===== src/rtl/invaders_pkg.sv =====
// Shared types and screen constants for the invaders blocks (player, bullet, renderer).
package invaders_pkg;

  typedef enum logic [1:0] {ALIVE, DYING, INVULN, GAME_OVER} life_state_t;
  typedef enum logic [1:0] {READY, REQ, COOL} fire_state_t;

  localparam int JOY_LEFT_THRESH  = 4;
  localparam int JOY_RIGHT_THRESH = 6;

  localparam int SCREEN_MIN_COL   = 5;
  localparam int SCREEN_MAX_COL   = 600;
  localparam int PLAYER_ROW       = 420;
  localparam int PLAYER_START_COL = 310;

  // Counter width able to hold 0..n.
  function automatic int cnt_w(input int n);
    return (n < 1) ? 1 : $clog2(n + 1);
  endfunction

endpackage


===== src/rtl/player_fire_ctrl.sv =====
// Fire FSM: holds the bullet request until acked, then a frame-tick cooldown.
module player_fire_ctrl
  import invaders_pkg::*;
#(
  parameter int COL_W     = 10,
  parameter int COOLDOWN  = 15,
  parameter int START_COL = 310
) (
  input  logic             clk,
  input  logic             reset,
  input  logic             frame_tick,
  input  logic             fire_btn,
  input  logic             fire_enable,
  input  logic             bullet_ack,
  input  logic [COL_W-1:0] player_col,
  output logic             bullet_req,
  output logic [COL_W-1:0] bullet_col
);

  localparam int CW = cnt_w(COOLDOWN);

  fire_state_t     state, state_nxt;
  logic [CW-1:0]   cnt, cnt_nxt;
  logic [COL_W-1:0] bcol_nxt;

  always_ff @(posedge clk) begin
    if (reset) begin
      state      <= READY;
      cnt        <= '0;
      bullet_col <= COL_W'(START_COL);
    end else begin
      state      <= state_nxt;
      cnt        <= cnt_nxt;
      bullet_col <= bcol_nxt;
    end
  end

  // Once in REQ nothing but the ack moves us on, so a hit cannot cancel a request.
  always_comb begin
    state_nxt = state;
    cnt_nxt   = cnt;
    bcol_nxt  = bullet_col;
    case (state)
      READY: if (fire_btn && fire_enable) begin
        state_nxt = REQ;
        bcol_nxt  = player_col;
      end
      REQ: if (bullet_ack) begin
        state_nxt = COOL;
        cnt_nxt   = CW'(COOLDOWN);
      end
      COOL: begin
        if (cnt == '0)      state_nxt = READY;
        else if (frame_tick) cnt_nxt  = cnt - CW'(1);
      end
      default: state_nxt = READY;
    endcase
  end

  assign bullet_req = (state == REQ);

endmodule


===== src/rtl/player_ctrl.sv =====
// Player ship: clamped joystick movement, lives/respawn FSM, fire via player_fire_ctrl.
// Define PLAYER_INVULN_EN to add a blinking invulnerable phase after each respawn.
module player_ctrl
  import invaders_pkg::*;
#(
  parameter int ROW_W          = 9,
  parameter int COL_W          = 10,
  parameter int START_ROW      = PLAYER_ROW,
  parameter int START_COL      = PLAYER_START_COL,
  parameter int MIN_COL        = SCREEN_MIN_COL,
  parameter int MAX_COL        = SCREEN_MAX_COL,
  parameter int STEP           = 5,
  parameter int JOY_LEFT_TH    = JOY_LEFT_THRESH,
  parameter int JOY_RIGHT_TH   = JOY_RIGHT_THRESH,
  parameter int COOLDOWN       = 15,
  parameter int LIVES          = 3,
  parameter int RESPAWN_FRAMES = 60
`ifdef PLAYER_INVULN_EN
  , parameter int INVULN_FRAMES = 90
`endif
) (
  input  logic             Clk,
  input  logic             Reset,
  input  logic             Frame_tick,
  input  logic [3:0]       Joystick_data,
  input  logic             Fire_btn,
  input  logic             Hit,
  input  logic             Bullet_ack,
  output logic [ROW_W-1:0] Player_Row,
  output logic [COL_W-1:0] Player_Col,
  output logic             Bullet_req,
  output logic [COL_W-1:0] Bullet_col,
  output logic             Visible,
  output logic [2:0]       Lives,
  output logic             Game_over
);

`ifdef PLAYER_INVULN_EN
  localparam int FRAMES_MAX = (RESPAWN_FRAMES > INVULN_FRAMES) ? RESPAWN_FRAMES : INVULN_FRAMES;
`else
  localparam int FRAMES_MAX = RESPAWN_FRAMES;
`endif
  localparam int TW = cnt_w(FRAMES_MAX);

  // One extra bit so col+STEP and the left-bound test cannot wrap.
  localparam logic [COL_W:0] STEP_X  = (COL_W+1)'(STEP);
  localparam logic [COL_W:0] MIN_X   = (COL_W+1)'(MIN_COL);
  localparam logic [COL_W:0] MAX_X   = (COL_W+1)'(MAX_COL);
  localparam logic [3:0]     JOY_L   = 4'(JOY_LEFT_TH);
  localparam logic [3:0]     JOY_R   = 4'(JOY_RIGHT_TH);

  life_state_t      life, life_nxt;
  logic [COL_W-1:0] col_nxt;
  logic [2:0]       lives_nxt;
  logic             vis_nxt;
  logic [TW-1:0]    tmr, tmr_nxt;
  logic [COL_W:0]   col_ext, col_mv;
  logic             can_act, move_ok;
`ifdef PLAYER_INVULN_EN
  logic [1:0]       blink, blink_nxt;
`endif

  assign can_act = (life == ALIVE || life == INVULN) && !Hit;
  assign move_ok = can_act && Frame_tick;
  assign col_ext = {1'b0, Player_Col};

  always_comb begin
    if (Joystick_data > JOY_R)
      col_mv = (col_ext + STEP_X > MAX_X) ? MAX_X : col_ext + STEP_X;
    else if (Joystick_data < JOY_L)
      col_mv = (col_ext < MIN_X + STEP_X) ? MIN_X : col_ext - STEP_X;
    else
      col_mv = col_ext;
  end

  always_ff @(posedge Clk) begin
    if (Reset) begin
      life       <= ALIVE;
      Player_Col <= COL_W'(START_COL);
      Lives      <= 3'(LIVES);
      Visible    <= 1'b1;
      tmr        <= '0;
`ifdef PLAYER_INVULN_EN
      blink      <= '0;
`endif
    end else begin
      life       <= life_nxt;
      Player_Col <= col_nxt;
      Lives      <= lives_nxt;
      Visible    <= vis_nxt;
      tmr        <= tmr_nxt;
`ifdef PLAYER_INVULN_EN
      blink      <= blink_nxt;
`endif
    end
  end

  always_comb begin
    life_nxt  = life;
    col_nxt   = Player_Col;
    lives_nxt = Lives;
    vis_nxt   = Visible;
    tmr_nxt   = tmr;
`ifdef PLAYER_INVULN_EN
    blink_nxt = blink;
`endif
    case (life)
      ALIVE: begin
        if (Hit) begin
          vis_nxt = 1'b0;
          if (Lives == 3'd1) begin
            life_nxt  = GAME_OVER;
            lives_nxt = 3'd0;
          end else begin
            life_nxt  = DYING;
            lives_nxt = Lives - 3'd1;
            tmr_nxt   = TW'(RESPAWN_FRAMES);
          end
        end else if (move_ok) begin
          col_nxt = col_mv[COL_W-1:0];
        end
      end
      DYING: begin
        if (tmr == '0) begin
          col_nxt = COL_W'(START_COL);
          vis_nxt = 1'b1;
`ifdef PLAYER_INVULN_EN
          life_nxt  = INVULN;
          tmr_nxt   = TW'(INVULN_FRAMES);
          blink_nxt = '0;
`else
          life_nxt  = ALIVE;
`endif
        end else if (Frame_tick) begin
          tmr_nxt = tmr - TW'(1);
        end
      end
      INVULN: begin
`ifdef PLAYER_INVULN_EN
        if (tmr == '0) begin
          life_nxt = ALIVE;
          vis_nxt  = 1'b1;
        end else begin
          // Blink: flip on every 4th tick counted from entry.
          if (Frame_tick) begin
            tmr_nxt   = tmr - TW'(1);
            blink_nxt = blink + 2'd1;
            if (blink == 2'd3) vis_nxt = !Visible;
          end
          if (move_ok) col_nxt = col_mv[COL_W-1:0];
        end
`else
        life_nxt = ALIVE;
`endif
      end
      GAME_OVER: vis_nxt = 1'b0;
    endcase
  end

  assign Player_Row = ROW_W'(START_ROW);
  assign Game_over  = (life == GAME_OVER);

  player_fire_ctrl #(
    .COL_W     (COL_W),
    .COOLDOWN  (COOLDOWN),
    .START_COL (START_COL)
  ) u_fire (
    .clk         (Clk),
    .reset       (Reset),
    .frame_tick  (Frame_tick),
    .fire_btn    (Fire_btn),
    .fire_enable (can_act),
    .bullet_ack  (Bullet_ack),
    .player_col  (Player_Col),
    .bullet_req  (Bullet_req),
    .bullet_col  (Bullet_col)
  );

endmodule


===== config.mk =====
export PLATFORM = sky130hd
export DESIGN_NAME = player_ctrl
export DESIGN_NICKNAME = d
export VERILOG_FILES = /design/src/rtl/invaders_pkg.sv /design/src/rtl/player_fire_ctrl.sv /design/src/rtl/player_ctrl.sv
export SDC_FILE = /design/constraint.sdc
export NUM_CORES = 1
export LEC_CHECK = 0
export BUFFER_PORTS_ARGS = -buffer_cell sky130_fd_sc_hd__buf_2
export CAP_MARGIN = 10
export CORE_AREA = 2 2 88 90
export CTS_CLUSTER_SIZE = 40
export DETAILED_ROUTE_END_ITERATION = 8
export DIE_AREA = 0 0 90 92
export PLACE_DENSITY = 0.66
export SYNTH_ARGS = -nofsm -noshare
export SYNTH_HDL_FRONTEND = slang
export SYNTH_SLANG_ARGS = --single-unit

===== constraint.sdc =====
create_clock -name Clk -period 2.05 [get_ports Clk]
set_input_delay 0.205 -clock Clk [delete_from_list [all_inputs] [get_ports Clk]]
set_output_delay 0.205 -clock Clk [all_outputs]
set_load 0.02 [all_outputs]

==> reports/metrics.csv, run 1 <==
stage,metric,value,unit
die,fp.dieW,90,um
sta,worst_slack,-0.0782,ns
clock_network,cts_buffers,5,
drt,via_per_inst,5.30,
drt,wl_per_cell,15.2,um
placed_design,dpl.hpwl,5.16,mm
die,initial_core_util,33.5,%
grt,antenna_found_initial,0,
synthesis,synth_top_family_by_area,simple AND/OR/NAND/NOR gates,
pwr,p_total,3.10,mW
synthesis,yosys_most_used_dff,dfxtp_1,
die,rows,32,
placed_design,place.gp.congestion,0.903,
sta,clock_skew,0.0154,ns
critical_path,slowest_stage,nor4_4,
drt,route.detailed.drc,0,
pwr,switching_share,42.0,%
sta,grt_setup_unrepaired,yes,
sta,slew_headroom,55.1,%
sta,final_max_slew_viol_count,0,
die,ioPinCount,45,
run_status,status,"finished, violations left",
critical_path,cp_cell_sequence,ha_4 -> o211ai_1 -> xnor2_1 -> a2bb2oi_2 -> nor4_4 -> buf_4 -> nor3_2 -> o32a_1,
synthesis,synthAdderAreaFrac,6.42,%
critical_path,crit_path_end_kind,flip-flop,
critical_path,rrSetupSlack,-0.08,ns
critical_path,path_class,reg2reg,
grt,grt_max_degree,14,
placed_design,portBuffers,35,
hold_path,holdPathStages,4,
drt,vias,2524,
die,dieHeight,92,um
sta,timing.setup.tns,-0.241,ns
clock_network,root_buffer,clkbuf_8,
sta,min_period,2.13,ns
synthesis,syn_area,2500,um^2
sta,fin_crit_sh,104,%
critical_path,cpPeakStageDelay,0.35,ns
sta,fmax,470,MHz
pwr,p_comb_share,50.8,%
pwr,p_int,1.80,mW
clock_network,path_clk_slew,0.09,ns
clock_network,cts_sinks,38,
synthesis,muxShareOfSynthArea,4.61,%
synthesis,yosys.area_share.xor_xnor,2.46,%
clock_network,clockBufferDepth,2,
synthesis,yosysWarnings,0,
finish,n_antenna_cell,0,
drt,routed_wl,7.23,mm
finish,drive_above_1_share,29.1,%
pwr,switchingPower,1.30,mW
drt,first_pass_iters,4,
pwr,clock_power_share,16.9,%
sta,finalHoldViolCount,0,
clock_network,clock_latency,0.30,ns
pwr,ir_drop,0.000331,V
critical_path,critPathRequiredTime,2.24,ns
drt,drt_iter0_markers,374,
grt,grt_pass1_vias,2376,
die,core,7450,um^2
clock_network,cts_tree,yes,
sta,setup-violations-final,6,
synthesis,ys_types,61,
synthesis,synthArstFlopShare,0,%
critical_path,cp_max_fo,4,
synthesis,ys_seq_elements,38,
hold_path,min_path_type,in2reg,
synthesis,syn_area_per_cell,7.90,um^2
pwr,p_leak,1.25,nW
pwr,power.density,998,nW/um^2
finish,fillers,763,
drt,ant_nets,0,
die,dieArea,8280,um^2
clock_network,holdBufCountCts,0,
finish,layout.nets,395,
grt,grt_use_total,16.7,%
run_status,violations,negative setup slack,
synthesis,synth_edf_count,0,
finish,area_growth,24.5,%
grt,gr-total-overflow,0,
critical_path,start_kind,flip-flop,
sta,worstMarginPinSlew,0.673,ns
critical_path,arrival,2.32,ns
synthesis,synth_compound_area_share,22.8,%
grt,grt_pass1_wl,11.3,mm
synthesis,synth_simple_gate_area_share,24.5,%
critical_path,r2r_cells,8,
synthesis,synth-seq-area-share,30.5,%
job,maxCapViolations,0,
pwr,seqPwrFrac,32.3,%
synthesis,syn_inst,316,
clock_network,cts_max_level,2,
## area by class of cell
| type | count | area (um^2) | share of cell area, % |
|---|---|---|---|
| Clock inverter | 2 | 13.8 | 0.443 |
| Inverter | 19 | 71.3 | 2.30 |
| Timing Repair Buffer | 68 | 427 | 13.7 |
| Tap cell | 102 | 128 | 4.11 |
| Multi-Input combinational cell | 241 | 1630 | 52.4 |
| Clock buffer | 6 | 72.6 | 2.34 |
| Sequential cell | 38 | 768 | 24.7 |
## cells by family after synthesis
kind of cell,Yosys count
other,2
buffers and inverters,44
adder cells (fa/ha/maj),13
AO/OA/AOI/OAI,84
flip-flops,38
XOR/XNOR,7
AND/OR/NAND/NOR,117
multiplexers,11
## placed cells by master, fill, tap and decap left out, types with 10 or more instances in the layout
cell,n
ha_1,10
buf_2,35
inv_1,16
nor2_1,30
a21oi_1,20
mux2i_1,10
o21ai_0,13
buf_4,32
nand2_1,28
dfxtp_1,32
## sequential cells by signal, indices dropped and copies added, names as in the netlist
name and count:
Lives 3, Player_Col 10, Visible 1, life 2
tmr 6, u_fire.bullet_col 10, u_fire.cnt 4, u_fire.state 2
## repair_timing
item / in CTS / in global routing
endpoints found under the setup margin: 0 / 16
buffers inserted: 0 / 3
resized for setup: 0 / 22
## routing by layer
metal  wire length, um  GRT usage, %
met5                 0             0
met3               536          3.37
met1              3160          22.1
met4               137          7.31
met2              3390          26.4
## synthesized netlist by cell type, types with 3 or more instances
| cell type | count | share of area [%] |
|---|---|---|
| o211ai_1 | 6 | 1.8 |
| a211oi_2 | 3 | 1.5 |
| buf_2 | 7 | 1.4 |
| clkbuf_1 | 8 | 1.2 |
| or2_2 | 3 | 0.75 |
| o31ai_1 | 3 | 0.90 |
| o21a_1 | 4 | 1.2 |
| a31oi_1 | 8 | 2.0 |
| nand2b_1 | 5 | 1.3 |
| and3_1 | 3 | 0.75 |
| a311oi_1 | 3 | 1.1 |
| nor2_1 | 31 | 4.7 |
| nand4_1 | 3 | 0.75 |
| nor3_1 | 10 | 2.0 |
| ha_1 | 12 | 6.0 |
| inv_1 | 18 | 2.7 |
| dfxtp_1 | 38 | 30 |
| buf_4 | 10 | 3.0 |
| nand3_1 | 6 | 1.2 |
| nor4_1 | 3 | 0.75 |
| or3_1 | 6 | 1.5 |
| o21ai_0 | 13 | 2.6 |
| nand2_1 | 28 | 4.2 |
| a21oi_1 | 20 | 4.0 |
| o21ai_1 | 4 | 0.80 |
| mux2i_1 | 10 | 4.0 |
| and2_1 | 4 | 1.0 |
| xnor2_1 | 5 | 1.8 |
| nor2b_1 | 4 | 1.0 |
## power groups by stage
stage / combinational (mW) / sequential (mW) / clock, mW
global placement: 1.44 / 1.00 / 0
global route: 1.71 / 1.02 / 0.571
finish: 1.57 / 1.00 / 0.525
floorplan: 0.994 / 1.04 / 0
detailed placement: 1.47 / 1.00 / 0
CTS: 1.48 / 0.987 / 0.539
## path summary, 6_finish.rpt
path | end | from
min | u_fire.state[0]$_SDFFE_PP0P_ | Bullet_ack
max reg2reg | Player_Col[4]$_SDFFE_PP1P_ | Player_Col[1]$_SDFFE_PP1P_
max | Player_Col[4]$_SDFFE_PP1P_ | Player_Col[1]$_SDFFE_PP1P_
min reg2reg | u_fire.bullet_col[5]$_SDFFE_PP1P_ | u_fire.bullet_col[5]$_SDFFE_PP1P_
## critical path, delay by kind of cell, from the launching register on
| kind | cells | cell delay (ns) |
|---|---|---|
| AND/OR/NAND/NOR | 2 | 0.40 |
| flip-flops | 1 | 0.34 |
| adder cells (fa/ha/maj) | 1 | 0.16 |
| AO/OA/AOI/OAI | 3 | 0.79 |
| buffers and inverters | 1 | 0.20 |
| XOR/XNOR | 1 | 0.14 |
## metrics by stage
stage,area (um^2),utilization (%),std cells,worst slack (ns),hold WS [ns]
6_report,3110,41.7,476,-0.0782,0.221
5_1_grt,3110,41.7,476,-0.167,0.256
4_1_cts,3000,40.3,473,0.00737,0.210
3_5_place_dp,2910,39.1,465,0.0283,0.458
3_3_place_gp,2910,39.1,465,0.0603,0.451
2_1_floorplan,2520,-,323,-0.0108,0.371
Power figures use the tool's default switching activity.
==> run 2, diff against run 1 <==
--- a/config.mk
+++ b/config.mk
@@ -7,11 +7,13 @@
 export LEC_CHECK = 0
 export BUFFER_PORTS_ARGS = -buffer_cell sky130_fd_sc_hd__buf_2
 export CAP_MARGIN = 10
+export CELL_PAD_IN_SITES_DETAIL_PLACEMENT = 1
+export CELL_PAD_IN_SITES_GLOBAL_PLACEMENT = 1
 export CORE_AREA = 2 2 88 90
 export CTS_CLUSTER_SIZE = 40
 export DETAILED_ROUTE_END_ITERATION = 8
 export DIE_AREA = 0 0 90 92
-export PLACE_DENSITY = 0.66
+export PLACE_DENSITY = 0.82
 export SYNTH_ARGS = -nofsm -noshare
 export SYNTH_HDL_FRONTEND = slang
 export SYNTH_SLANG_ARGS = --single-unit
==> run 2 against run 1 <==
Effect of this change: the flow still finishes with violations (negative setup slack); clock power up 55%; non-clock buffer count up 13; core utilization up 2.5 points; total power up 18%; setup slack better by 0.040 ns; combinational power up 17%; worst hold slack better by 0.020 ns; clock-buffer cell count unchanged; cell area up 5.9%; largest power group unchanged; die area unchanged; fmax up 1.9%; highest routed layer unchanged; final cell count up 2.7%.
==> reports/metrics.csv, run 2 (same netlist as run 1, synthesis figures left out) <==
stage,metric,value,unit
sta,finalHoldViolCount,0,
sta,clock_skew,0.00881,ns
critical_path,critPathRequiredTime,2.24,ns
run_status,violations,negative setup slack,
grt,grt_pass1_vias,2887,
grt,use_met1,25.5,%
finish,layout_common_cells,"46 x buf_4, 35 x buf_2, 32 x dfxtp_1, 30 x nor2_1, 28 x nand2_1",
sta,slew_headroom,54.6,%
pwr,switching_share,40.0,%
clock_network,holdBufCountCts,0,
finish,fillers,938,
sta,fin_crit_sh,102,%
drt,via_per_inst,5.47,
critical_path,worstSetupEndpoint,Player_Col[3]$_SDFFE_PP0P_,
die,ioPinCount,45,
finish,area_growth,31.8,%
pwr,seqPwrFrac,27.7,%
critical_path,cp_cell_sequence,inv_2 -> ha_1 -> or4b_4 -> o21a_4 -> a211oi_4 -> nor2_1 -> buf_4 -> a21oi_1 -> o2bb2ai_1,
grt,antenna_found_initial,0,
pwr,p_int,2.20,mW
critical_path,r2r_start,tmr[0]$_SDFFE_PP0P_,
critical_path,path_class,reg2reg,
critical_path,slowest_stage,or4b_4,
sta,final_max_slew_viol_count,0,
critical_path,r2r_end,Player_Col[3]$_SDFFE_PP0P_,
clock_network,root_buffer,clkbuf_8,
grt,grt_max_degree,14,
die,fp.dieW,90,um
pwr,power.density,1110,nW/um^2
critical_path,r2r_cells,9,
finish,reg_top3,"Player_Col x10, u_fire.bullet_col x10, tmr x6",
finish,layout.nets,408,
clock_network,clockBufferDepth,2,
grt,grt_pass1_wl,14.4,mm
drt,ant_nets,0,
drt,wl_per_cell,18.2,um
pwr,p_comb_share,50.0,%
finish,final_common_cell,buf_4,
critical_path,crit_path_end_kind,flip-flop,
clock_network,cts_sinks,38,
die,dieArea,8280,um^2
drt,vias,2675,
placed_design,portBuffers,35,
grt,use_met3,3.94,%
clock_network,cts_buffers,5,
hold_path,holdPathStages,4,
finish,multi_input_area,1660,um^2
sta,hold_slack,0.241,ns
grt,grt_use_total,21.3,%
sta,worst_slack,-0.0380,ns
grt,gr-total-overflow,0,
clock_network,path_clk_slew,0.08,ns
die,initial_core_util,33.5,%
sta,min_period,2.09,ns
grt,top_usage_layer,met2,
critical_path,arrival,2.27,ns
grt,use_met2,38.5,%
clock_network,clock_latency,0.30,ns
sta,worstMarginPinSlew,0.682,ns
clock_network,cts_max_level,2,
drt,drt_iter0_markers,189,
pwr,ir_drop,0.000466,V
die,rows,32,
finish,drive_above_1_share,33.1,%
placed_design,place.gp.congestion,0.885,
drt,routed_wl,8.91,mm
run_status,status,"finished, violations left",
pwr,p_leak,1.35,nW
drt,first_pass_iters,4,
pwr,clock_power_share,22.3,%
sta,fmax,479,MHz
sta,grt_setup_unrepaired,yes,
finish,n_antenna_cell,0,
clock_network,cts_tree,yes,
pwr,switchingPower,1.46,mW
placed_design,dpl.hpwl,6.26,mm
die,core,7450,um^2
die,dieHeight,92,um
drt,route.detailed.drc,0,
job,maxCapViolations,0,
critical_path,cp_max_fo,6,
finish,ff_latch_area,768,um^2
critical_path,cpPeakStageDelay,0.47,ns
hold_path,min_path_type,in2reg,
finish,fin_util,44.2,%
critical_path,rrSetupSlack,-0.04,ns
sta,setup-violations-final,3,
critical_path,start_kind,flip-flop,
critical_path,worstSetupStartpoint,tmr[0]$_SDFFE_PP0P_,
-- run 2: changes by cell type in the layout (fill, tap and decap cells not counted), sizes merged --
cell,change
buf,+13
clkinv,-2
bufinv,+2
-- run 2: final cells by class --
class                   instances  share of cell area (%)
clock inverters                 2                    1.83
well taps                     102                    3.88
inverters                      19                    2.17
clock buffers                   6                    2.51
repair buffers                 81                    15.8
multi-input cells             241                    50.5
flip-flops and latches         38                    23.3
-- run 2: power by group through the flow --
stage | Sequential [mW] | Combinational, mW | Clock [mW]
4_1_cts | 1.01 | 1.73 | 0.821
5_1_grt | 1.03 | 1.97 | 0.859
6_report | 1.01 | 1.83 | 0.815
3_5_place_dp | 1.01 | 1.59 | 0
2_1_floorplan | 1.04 | 0.994 | 0
3_3_place_gp | 1.00 | 1.51 | 0
-- run 2: routing by layer --
layer,up-vias,part of all wire (%)
li1,1246,-
met5,-,0
met3,22,6.1
met4,0,2.4
met1,1324,42
met2,83,50
-- run 2: how the worst min path moves through the flow --
stage,start,end,slack (ns)
floorplan,Hit,Lives[0]$_SDFFE_PP1P_,0.37
global placement,u_fire.bullet_col[2]$_SDFFE_PP1P_,u_fire.bullet_col[2]$_SDFFE_PP1P_,0.45
detailed placement,u_fire.bullet_col[2]$_SDFFE_PP1P_,u_fire.bullet_col[2]$_SDFFE_PP1P_,0.46
CTS,Bullet_ack,u_fire.state[0]$_SDFFE_PP0P_,0.24
global route,Bullet_ack,u_fire.state[0]$_SDFFE_PP0P_,0.24
finish,Bullet_ack,u_fire.state[0]$_SDFFE_PP0P_,0.24
-- run 2: worst max-delay path: cells and delay by family, from the launching register on --
kind,cells,cell delay (ns)
buffers and inverters,2,0.21
flip-flops,1,0.33
AND/OR/NAND/NOR,2,0.58
AO/OA/AOI/OAI,4,0.73
adder cells (fa/ha/maj),1,0.13
-- run 2: metrics by stage --
stage / setup TNS [ns] / setup WS [ns] / cells / power, mW / instance area, um^2
CTS: -0.0107 / -0.0107 / 489 / 3.55 / 3220
floorplan: -0.0108 / -0.0108 / 323 / 2.03 / 2520
global route: -0.706 / -0.144 / 489 / 3.87 / 3290
finish: -0.0768 / -0.0380 / 489 / 3.66 / 3290
global placement: 0 / 0.00631 / 476 / 2.51 / 3000
detailed placement: -0.203 / -0.0741 / 476 / 2.60 / 3000
-- run 2: timing repair --
action | CTS | global route
setup buffers | 5 | 0
pin swaps | 9 | 8
gates resized for setup | 14 | 16
endpoints found under the setup margin | 13 | 14
